<file path="config.mk">
export PLATFORM = sky130hd
export DESIGN_NAME = uart_transceiver
export DESIGN_NICKNAME = d
export VERILOG_FILES = /design/src/rtl/uart_transceiver.sv
export SDC_FILE = /design/constraint.sdc
export NUM_CORES = 1
export LEC_CHECK = 0
export ABC_AREA = 0
export ABC_CLOCK_PERIOD_IN_PS = 2300
export BUFFER_PORTS_ARGS = -buffer_cell sky130_fd_sc_hd__buf_2
export CORE_MARGIN = 2
export CORE_UTILIZATION = 54
export DETAILED_ROUTE_END_ITERATION = 12
export PLACE_DENSITY = 0.8
export SYNTH_ARGS = -nofsm -noshare
export SYNTH_HDL_FRONTEND = slang
export SYNTH_SLANG_ARGS = --single-unit
</file>
<file path="constraint.sdc">
create_clock -name clk_sample -period 2.3 [get_ports clk_sample]
set_input_delay 0 -clock clk_sample [delete_from_list [all_inputs] [get_ports clk_sample]]
set_output_delay 0 -clock clk_sample [all_outputs]
set_load 0.005 [all_outputs]
</file>
<file path="src/rtl/uart_transceiver.sv">
// rtl/uart_transceiver.sv - 8N1 UART transmit/receive pair at OVERSAMPLE clocks per bit
// Define UART_PARITY_EN for an even-parity bit before stop and a parity_err output.
module uart_transceiver #(
    parameter int OVERSAMPLE = 16
) (
    input  logic       clk_sample,
    input  logic       rst,
    input  logic [7:0] din,
    input  logic       wrn,
    output logic       txd,
    output logic       send_over,
    input  logic       rxd,
    output logic [7:0] dout,
    input  logic       rdn,
    output logic       data_ready
`ifdef UART_PARITY_EN
    ,
    output logic       parity_err
`endif
);

    localparam int CW = $clog2(OVERSAMPLE);
    localparam logic [CW-1:0] LAST = CW'(OVERSAMPLE - 1);
    localparam logic [CW-1:0] HALF = CW'(OVERSAMPLE / 2 - 1);
    localparam logic [CW-1:0] ONE  = CW'(1);

    typedef enum logic [2:0] {IDLE, START, DATA, PARITY, STOP} state_t;

    state_t          tx_state;
    logic [CW-1:0]   tx_cnt;
    logic [2:0]      tx_bit;
    logic [7:0]      tx_shift;
    logic            wrn_prev;
`ifdef UART_PARITY_EN
    logic            tx_par;
`endif

    always_ff @(posedge clk_sample) begin
        if (rst) begin
            tx_state  <= IDLE;
            tx_cnt    <= '0;
            tx_bit    <= '0;
            tx_shift  <= '0;
            txd       <= 1'b1;
            send_over <= 1'b1;
            wrn_prev  <= 1'b1;
`ifdef UART_PARITY_EN
            tx_par    <= 1'b0;
`endif
        end else begin
            wrn_prev <= wrn;
            if (tx_state == IDLE) begin
                if (wrn_prev && !wrn) begin
                    tx_shift  <= din;
`ifdef UART_PARITY_EN
                    tx_par    <= ^din;
`endif
                    tx_cnt    <= '0;
                    txd       <= 1'b0;
                    send_over <= 1'b0;
                    tx_state  <= START;
                end
            end else if (tx_cnt != LAST) begin
                tx_cnt <= tx_cnt + ONE;
            end else begin
                tx_cnt <= '0;
                case (tx_state)
                    START: begin
                        txd      <= tx_shift[0];
                        tx_bit   <= '0;
                        tx_state <= DATA;
                    end
                    DATA: begin
                        if (tx_bit == 3'd7) begin
`ifdef UART_PARITY_EN
                            txd      <= tx_par;
                            tx_state <= PARITY;
`else
                            txd      <= 1'b1;
                            tx_state <= STOP;
`endif
                        end else begin
                            txd      <= tx_shift[1];
                            tx_shift <= {1'b0, tx_shift[7:1]};
                            tx_bit   <= tx_bit + 3'd1;
                        end
                    end
`ifdef UART_PARITY_EN
                    PARITY: begin
                        txd      <= 1'b1;
                        tx_state <= STOP;
                    end
`endif
                    STOP: begin
                        send_over <= 1'b1;
                        tx_state  <= IDLE;
                    end
                    default: tx_state <= IDLE;
                endcase
            end
        end
    end

    state_t          rx_state;
    logic [CW-1:0]   rx_cnt;
    logic [2:0]      rx_bit;
    logic [7:0]      rx_shift;
    logic            sync1, sync2, sync3;
    logic            rdn_prev;
    logic            rx_par_bad;
`ifndef UART_PARITY_EN
    assign rx_par_bad = 1'b0;
`endif

    always_ff @(posedge clk_sample) begin
        if (rst) begin
            rx_state   <= IDLE;
            rx_cnt     <= '0;
            rx_bit     <= '0;
            rx_shift   <= '0;
            sync1      <= 1'b1;
            sync2      <= 1'b1;
            sync3      <= 1'b1;
            rdn_prev   <= 1'b1;
            dout       <= '0;
            data_ready <= 1'b0;
`ifdef UART_PARITY_EN
            rx_par_bad <= 1'b0;
            parity_err <= 1'b0;
`endif
        end else begin
            sync1    <= rxd;
            sync2    <= sync1;
            sync3    <= sync2;
            rdn_prev <= rdn;
            // A completing byte assigns data_ready later in this block, so set beats clear.
            if (rdn_prev && !rdn)
                data_ready <= 1'b0;
`ifdef UART_PARITY_EN
            parity_err <= 1'b0;
`endif
            case (rx_state)
                IDLE: begin
                    // The detect cycle itself is the first count of the half-bit wait.
                    if (sync3 && !sync2) begin
                        rx_cnt   <= ONE;
                        rx_state <= START;
                    end
                end
                START: begin
                    if (rx_cnt == HALF) begin
                        rx_cnt   <= '0;
                        rx_bit   <= '0;
                        rx_state <= sync2 ? IDLE : DATA;
                    end else begin
                        rx_cnt <= rx_cnt + ONE;
                    end
                end
                DATA: begin
                    if (rx_cnt == LAST) begin
                        rx_cnt   <= '0;
                        rx_shift <= {sync2, rx_shift[7:1]};
                        rx_bit   <= rx_bit + 3'd1;
                        if (rx_bit == 3'd7) begin
`ifdef UART_PARITY_EN
                            rx_state <= PARITY;
`else
                            rx_state <= STOP;
`endif
                        end
                    end else begin
                        rx_cnt <= rx_cnt + ONE;
                    end
                end
`ifdef UART_PARITY_EN
                PARITY: begin
                    if (rx_cnt == LAST) begin
                        rx_cnt     <= '0;
                        rx_par_bad <= sync2 ^ (^rx_shift);
                        rx_state   <= STOP;
                    end else begin
                        rx_cnt <= rx_cnt + ONE;
                    end
                end
`endif
                STOP: begin
                    if (rx_cnt == LAST) begin
                        rx_cnt   <= '0;
                        rx_state <= IDLE;
`ifdef UART_PARITY_EN
                        parity_err <= rx_par_bad;
`endif
                        if (sync2 && !rx_par_bad) begin
                            dout       <= rx_shift;
                            data_ready <= 1'b1;
                        end
                    end else begin
                        rx_cnt <= rx_cnt + ONE;
                    end
                end
                default: rx_state <= IDLE;
            endcase
        end
    end

endmodule

</file>
# After elaboration in Yosys (flattened, before gate mapping)
# Cells that the tools add are included.
[classes]
add_sub_neg = 4
n_eq_ne = 21
mux = 41
bitwise = 2
n_reduce_logical = 25
[ops]
columns = ["operator", "count"]
rows = [
  ["two-way mux 8 bit", 5],
  ["two-way mux 3 bit", 12],
  ["two-way mux 4 bit", 6],
  ["one-hot mux 3 bit (2 select lines)", 3],
  ["inequality test 2 bit, second input constant", 8],
  ["AND reduction 3 bit", 5],
  ["equality test 3 bit, second input constant", 4],
  ["one-hot mux 3 bit (4 select lines)", 1],
  ["one-hot mux 4 bit (3 select lines)", 1],
  ["two-way mux 1 bit", 11],
  ["adder 4 x 1 -> 4 bit, second input constant", 2],
  ["AND reduction 4 bit", 2],
  ["nonzero test 2 bit", 4],
  ["adder 3 x 1 -> 3 bit, second input constant", 2],
  ["equality test 3 x 1 -> 1 bit, second input constant", 2],
  ["equality test 3 x 2 -> 1 bit, second input constant", 2],
  ["logical NOT 3 bit", 2],
  ["nonzero test 3 bit", 2],
  ["AND reduction 5 bit", 1],
  ["equality test 4 x 3 -> 1 bit, second input constant", 1],
  ["equality test 4 bit, second input constant", 1],
  ["inequality test 4 bit, second input constant", 1],
  ["AND reduction 2 bit", 2],
  ["logical AND 1 bit", 3],
  ["other kinds (7)", 10],
]
[word_totals]
reg_bits = 52
in_bits = 13
out_inout_bits = 11
word_cells = 110

# Longest topological paths before layout
# Gate-level depths: netlist of the first run.
[depth]
word_depth = 6
ltp_mapped = 7
ltp_nobuf = 6

# Least setup slack after synthesis of the first run
# OpenSTA, ideal clock, no wires.
[synth_timing]
kind = "flip-flop to flip-flop"
start = "register tx_cnt[0]"
end = "register txd"
setup_time_ps = 72
arrival_time_ps = 1587
t_required_ps = 2228
slack_ps = 641
path_stages_with_launch = 7
n_path_buf = 1
period_less_slack_ps = 1659
path_cell_list = "dfxtp_1 > ha_1 > and3_1 > clkbuf_1 > nor2_1 > a2111oi_0 > mux2i_1"
[synth_between]
elab_chain_len = 3
[synth_lines]
columns = ["element", "line_no", "source"]
rows = [
  ["start: declaration", "30", "logic [CW-1:0] tx_cnt;"],
  ["start signal: assignment", "64", "tx_cnt <= tx_cnt + ONE;"],
  ["inequality test 4 bit", "63", "end else if (tx_cnt != LAST) begin"],
  ["inequality test 2 bit (no source line)", "-", ""],
  ["AND reduction 3 bit (no source line)", "-", ""],
  ["end signal: assignment", "69", "txd <= tx_shift[0];"],
  ["end signal: assignment", "83", "txd <= tx_shift[1];"],
  ["end: declaration", "10", "output logic txd,"],
]
# No other way between the ends.
# A chain may end at the register's enable or synchronous reset.

# Worst setup path in the final report of the first run
[layout_timing]
start = "register tx_state[1]"
end = "register tx_shift[0]"
[layout_between]
elab_chain_len = 3
word_cells_on_any_way = 8
cone_classes = "4 x eq/ne; 1 x mux; 3 x reduce/logical"
[layout_lines]
columns = ["element", "line_no", "source"]
rows = [
  ["start: declaration", "29", "state_t tx_state;"],
  ["start signal: assignment", "40", "tx_state <= IDLE;"],
  ["start signal: assignment", "61", "tx_state <= START;"],
  ["start signal: assignment", "71", "tx_state <= DATA;"],
  ["equality test 3 x 2 -> 1 bit or logical NOT 3 bit (tied branches)", "67, 52", ""],
  ["nonzero test 2 bit (no source line), or another cell as far along", "-", ""],
  ["AND reduction 4 bit (no source line)", "-", ""],
  ["end signal: assignment", "54", "tx_shift <= din;"],
  ["end signal: assignment", "84", "tx_shift <= {1'b0, tx_shift[7:1]};"],
  ["end: declaration", "32", "logic [7:0] tx_shift;"],
]
# Parallel ways exist; a longest one is shown, timed or not.

==> metrics.yaml, run 1 <==
start_kind: "register"
setup_ws_ns: 0.444
path_cells: "or3b_2, a22oi_4, a21oi_1, a311oi_1"
final-setup-viol-count: 0
combinationalPowerShare_pct: 17.7
ys_ff_latch: 52
grt_max_degree: 38
synth_area_per_cell_sq_um: 9.35
firstDrtPassIters: 4
io_pins: 24
grt_pass1_vias: 1729
arrival_ns: 2.06
numCtsBuffers: 5
drive_above_1_share_pct: 20.4
cpMaxStageDelayCell: "or3b_2"
rr_endpoint: "tx_shift[0]"
max-cap-violations: 0
p_leak_nw: 1.13
timing.rr.start: "tx_state[1]"
crit_type: "reg -> reg"
routed_wl_microns: 4430
setup_tns_ns: 0
layout_commonest_cell: "dfxtp_1"
worst_pin_slew_ns: 0.671
startpoint: "tx_state[1]"
cts_max_path_buffers: 2
r2r_cells: 4
post_dp_cell_area_sq_um: 2520
yosysWarningCount: 0
drc: 0
wl_per_cell_microns: 13.4
grt_overflow: 0
crit_fanout: 15
r2r_slack_ns: 0.44
hold_class: "in -> reg"
netlist_area_sq_um: 2360
grt_pass1_wl_microns: 7510
chipHeight_microns: 70.2
start_util_pct: 55.1
crit_cells: 4
p_clk_share_pct: 31.0
drv_slew: 0
ctsResizeCount: 0
dp_cells: 319
internal-power_mw: 1.44
num_rows: 24
rsz0062_at_grt: "no"
post-route-cell-area_sq_um: 2670
dp_hpwl_microns: 2990
grtUsageTotal_pct: 19.0
diodes: 0
crit_required_ns: 2.51
clk_latency_ns: 0.30
ys_seq_area_share_pct: 44.0
fin_cells: 331
synth_edf_count: 0
finClkSkew_ns: 0.00175
status: "completed"
clk_pin_slew_ns: 0.09
dieArea_sq_um: 4920
cts.htree.levels: 2
synthToLayoutAreaGrowth_pct: 12.7
antenna_found_initial: 0
p_seq_share_pct: 51.3
final_nets: 297
power_density_nw_per_um2: 735
vias_per_cell: 5.63
cts.sinks: 52
dp_slack_ns: 0.469
critPathMaxStageDelay_ns: 0.53
endpoint: "tx_shift[0]"
drtIter0Drc: 111
layout_common_cells: "dfxtp_1, nor2_1, mux2i_1, buf_2, a21oi_1"
cts_tree: "built"
p_sw_mw: 0.518
fin_crit_ns: 1.86
synthCells: 253
max_clock_freq_ghz: 0.539
crit_family: "compound AO/OA/AOI/OAI gates"
async_flop_share_pct: 0
synth_flop_cell: "dfxtp_1"
min_period_over_period_pct: 80.7
crit_buf_inv: 0
synth_cell_types: 43
hold_viol: 0
place.gp.congestion: 0.781
cts-root-buf: "clkbuf_8"
holdWs_ns: 0.0573
core_area_sq_um: 4290
end_kind: "register"
peakVddDrop_mv: 0.557
syn-num-nets: 272
swShare_pct: 26.4
antenna_left: 0
port_buffers: 23
die_width_microns: 70.2
relSlewSlack_pct: 55.3
vias: 1863
==> worst min path at each step <==
stage	from	end	slack (ns)	cells past startpoint
2_1_floorplan	rxd	sync1	0.10	1
3_3_place_gp	rxd	sync1	0.19	2
3_5_place_dp	rxd	sync1	0.19	2
4_1_cts	din[6]	tx_shift[6]	0.06	3
5_1_grt	din[5]	tx_shift[5]	0.09	3
6_report	din[6]	tx_shift[6]	0.06	3
==> stage by stage <==
step           util (%)  power, mW
2_1_floorplan         -       1.30
3_3_place_gp       58.6       1.36
3_5_place_dp       58.6       1.37
4_1_cts            62.1       1.98
5_1_grt            62.1       2.05
6_report           62.1       1.96
==> tightest hold or removal path, cell delays in order <==
cell      delay (ns)
buf_2           0.09
mux2i_1         0.12
a311oi_1        0.10
==> flip-flops by register name (all words and copies together) (netlist names), 3 cells and up <==
signal    flops
dout          8
rx_shift      8
tx_shift      8
rx_cnt        4
tx_cnt        4
rx_bit        3
rx_state      3
tx_bit        3
tx_state      3
==> cell usage after synthesis (all sizes together) (6+ instances only) <==
| master | n | area (sq um) |
|---|---|---|
| nand3 | 9 | 45.0 |
| or2 | 8 | 50.1 |
| buf | 6 | 42.5 |
| o21ai | 8 | 40.0 |
| a311oi | 7 | 80.1 |
| clkbuf | 10 | 37.5 |
| nand2b | 7 | 43.8 |
| a21oi | 21 | 109 |
| dfxtp | 52 | 1040 |
| ha | 6 | 75.1 |
| nor2 | 31 | 116 |
| nand2 | 9 | 33.8 |
| mux2i | 24 | 240 |
==> cell type report <==
cell class              count  area, sq um
multi-input cells         181         1230
fillers                   379         1630
inverters                   4         15.0
flip-flops and latches     52         1040
well taps                  52         65.1
repair buffers             34          208
clock buffers               6         72.6
clock inverters             2         35.0
==> power groups by stage <==
| stage | combinational, mW | clock (mW) | sequential (mW) |
|---|---|---|---|
| floorplan | 0.299 | 0 | 1.01 |
| detailed placement | 0.342 | 0 | 1.03 |
| global route | 0.389 | 0.650 | 1.01 |
| CTS | 0.350 | 0.629 | 1.00 |
| global placement | 0.336 | 0 | 1.02 |
| finish | 0.347 | 0.607 | 1.01 |
==> per-layer routing <==
metal	GRT usage, %	vias to the layer above	wire (microns)
met5	0	-	0
met4	6.41	0	40
met3	3.90	4	125
met2	32.7	23	2240
met1	23.6	876	2030
li1	-	960	-
==> cell families (layout without fill, tap and decap cells) <==
| group | after synthesis | in the layout | synth area share, % |
|---|---|---|---|
| simple gates | 96 | 96 | 21.7 |
| buf+inv | 20 | 46 | 4.02 |
| flops | 52 | 52 | 44.0 |
| mux | 24 | 24 | 10.2 |
| fa+ha+maj | 6 | 6 | 3.17 |
| compound gates | 55 | 55 | 16.9 |
==> repair_timing <==
item / 4_1_cts / 5_1_grt
endpoints found under the hold margin: 5 / 0
hold buffers: 4 / 0
buffers inserted: 0 / 0
No activity file was read; power rests on OpenSTA's default activity.
==> run 2, diff against run 1 <==
--- a/config.mk
+++ b/config.mk
@@ -6,7 +6,7 @@
 export NUM_CORES = 1
 export LEC_CHECK = 0
 export ABC_AREA = 0
-export ABC_CLOCK_PERIOD_IN_PS = 2300
+export ABC_CLOCK_PERIOD_IN_PS = 1900
 export BUFFER_PORTS_ARGS = -buffer_cell sky130_fd_sc_hd__buf_2
 export CORE_MARGIN = 2
 export CORE_UTILIZATION = 54
==> constraint.sdc (replaced) <==
create_clock -name clk_sample -period 1.9 [get_ports clk_sample]
set_input_delay 0 -clock clk_sample [delete_from_list [all_inputs] [get_ports clk_sample]]
set_output_delay 0 -clock clk_sample [all_outputs]
set_load 0.005 [all_outputs]
==> run 2 against run 1 <==
Clock skew up 0.0080 ns. Die area did not move. Hold slack worse by 0.0088 ns. Clock power grew 6.1%. Combinational power up 45%. Utilization up 1.5 points. Worst setup slack lost 0.32 ns.
==> metrics.yaml, run 2 (synthesized netlist as in run 1, its figures left out) <==
status: "completed"
grt_overflow: 0
grt_pass1_wl_microns: 7690
hold_class: "in -> reg"
core_area_sq_um: 4290
start_util_pct: 55.1
max-cap-violations: 0
path_cells: "ha_1, and3_1, nor2_1, a2111oi_1, mux2i_1"
p_clk_share_pct: 27.4
layout_common_cells: "dfxtp_1, nor2_1, mux2i_1, buf_2, a21oi_1"
antenna_left: 0
finClkSkew_ns: 0.00976
peakVddDrop_mv: 0.779
layout_commonest_cell: "dfxtp_1"
p_seq_share_pct: 51.2
critPathMaxStageDelay_ns: 0.46
start_kind: "register"
antenna_found_initial: 0
setup_tns_ns: 0
num_rows: 24
numCtsBuffers: 5
vias_per_cell: 5.59
crit_fanout: 6
cts_max_path_buffers: 2
final_util_pct: 63.6
worst_pin_slew_ns: 0.564
max_clock_freq_ghz: 0.564
n_fill_cell: 366
drv_slew: 0
finalPower_mw: 2.35
drc: 0
cpMaxStageDelayCell: "a2111oi_1"
clk_pin_slew_ns: 0.10
rsz0062_at_grt: "no"
synthToLayoutAreaGrowth_pct: 15.4
wl_per_cell_microns: 13.2
dp_hpwl_microns: 3060
routed_wl_microns: 4500
cts_tree: "built"
final_nets: 306
drive_above_1_share_pct: 23.3
p_sw_mw: 0.684
dieArea_sq_um: 4920
die_width_microns: 70.2
drtIter0Drc: 100
relSlewSlack_pct: 62.4
cts.sinks: 52
multi_input_area_sq_um: 1230
fin_crit_ns: 1.77
clk_latency_ns: 0.31
arrival_ns: 2.02
post_dp_cell_area_sq_um: 2580
io_pins: 24
firstDrtPassIters: 4
grt_pass1_vias: 1783
combinationalPowerShare_pct: 21.4
biggestRegsByFlops: "dout x8, rx_shift x8, tx_shift x8"
internal-power_mw: 1.67
crit_type: "reg -> reg"
final-setup-viol-count: 0
grtUsageTotal_pct: 19.5
p_leak_nw: 1.17
place.gp.congestion: 0.796
grt_max_degree: 31
vias: 1902
chipHeight_microns: 70.2
post-route-cell-area_sq_um: 2730
cts.htree.levels: 2
crit_buf_inv: 0
ff_latch_area_sq_um: 1040
crit_family: "compound AO/OA/AOI/OAI gates"
crit_required_ns: 2.15
swShare_pct: 29.1
diodes: 0
port_buffers: 23
min_period_over_period_pct: 93.4
cts-root-buf: "clkbuf_8"
power_density_nw_per_um2: 862
end_kind: "register"
hold_viol: 0
-- run 2: cell count changes in the layout (fill, tap and decap cells not counted) --
cell / previous run / this run
clkinv_4: 0 / 1
buf_12: 0 / 1
buf_4: 7 / 15
a2111oi_0: 2 / 1
bufinv_16: 1 / 0
a2111oi_1: 0 / 1
inv_6: 0 / 1
clkbuf_1: 1 / 0
-- run 2: routing by layer --
layer	vias up	track usage, %	wire, microns
met5	-	0	0
met4	0	7.91	42
met3	4	6.35	129
met2	18	30.7	2110
met1	902	24.8	2220
li1	978	-	-
-- run 2: metrics by stage --
step	std cells	setup slack, ns	hold WS [ns]
after floorplan	253	0.241	0.104
after global placement	327	0.191	0.189
after detailed placement	327	0.148	0.185
after CTS	339	0.106	0.0444
after global routing	340	0.0244	0.0625
final	340	0.126	0.0485
-- run 2: worst paths after layout --
path,startpoint,endpoint,slack [ns],cells after the start
hold reg to reg,sync1,sync2,0.43,1
setup / recovery,tx_cnt[0],txd,0.13,5
hold / removal,din[4],tx_shift[4],0.05,3
setup reg to reg,tx_cnt[0],txd,0.13,5
-- run 2: area by class of cell --
| cell class | count | area share (%) |
|---|---|---|
| Clock inverter | 3 | 0.825 |
| Timing Repair Buffer | 43 | 10.5 |
| Tap cell | 52 | 2.38 |
| Sequential cell | 52 | 38.1 |
| Clock buffer | 5 | 2.52 |
| Multi-Input combinational cell | 181 | 45.1 |
| Inverter | 4 | 0.550 |
-- run 2: worst min-delay path, cell delays in order --
cell and delay [ns]:
buf_2 0.09, mux2i_1 0.12, a311oi_1 0.10
-- run 2: timing repair --
action,CTS,global route
buffers inserted,0,1
endpoints found under the hold margin,5,0
hold buffers,4,0
endpoints found under the setup margin,0,3
gates resized for setup,0,1
-- run 2: power by group through the flow --
stage	Clock, mW	Sequential, mW	Combinational [mW]
after global routing	0.702	1.21	0.558
final	0.644	1.21	0.504
after CTS	0.664	1.20	0.471
after floorplan	0	1.22	0.362
after detailed placement	0	1.23	0.463
after global placement	0	1.23	0.451
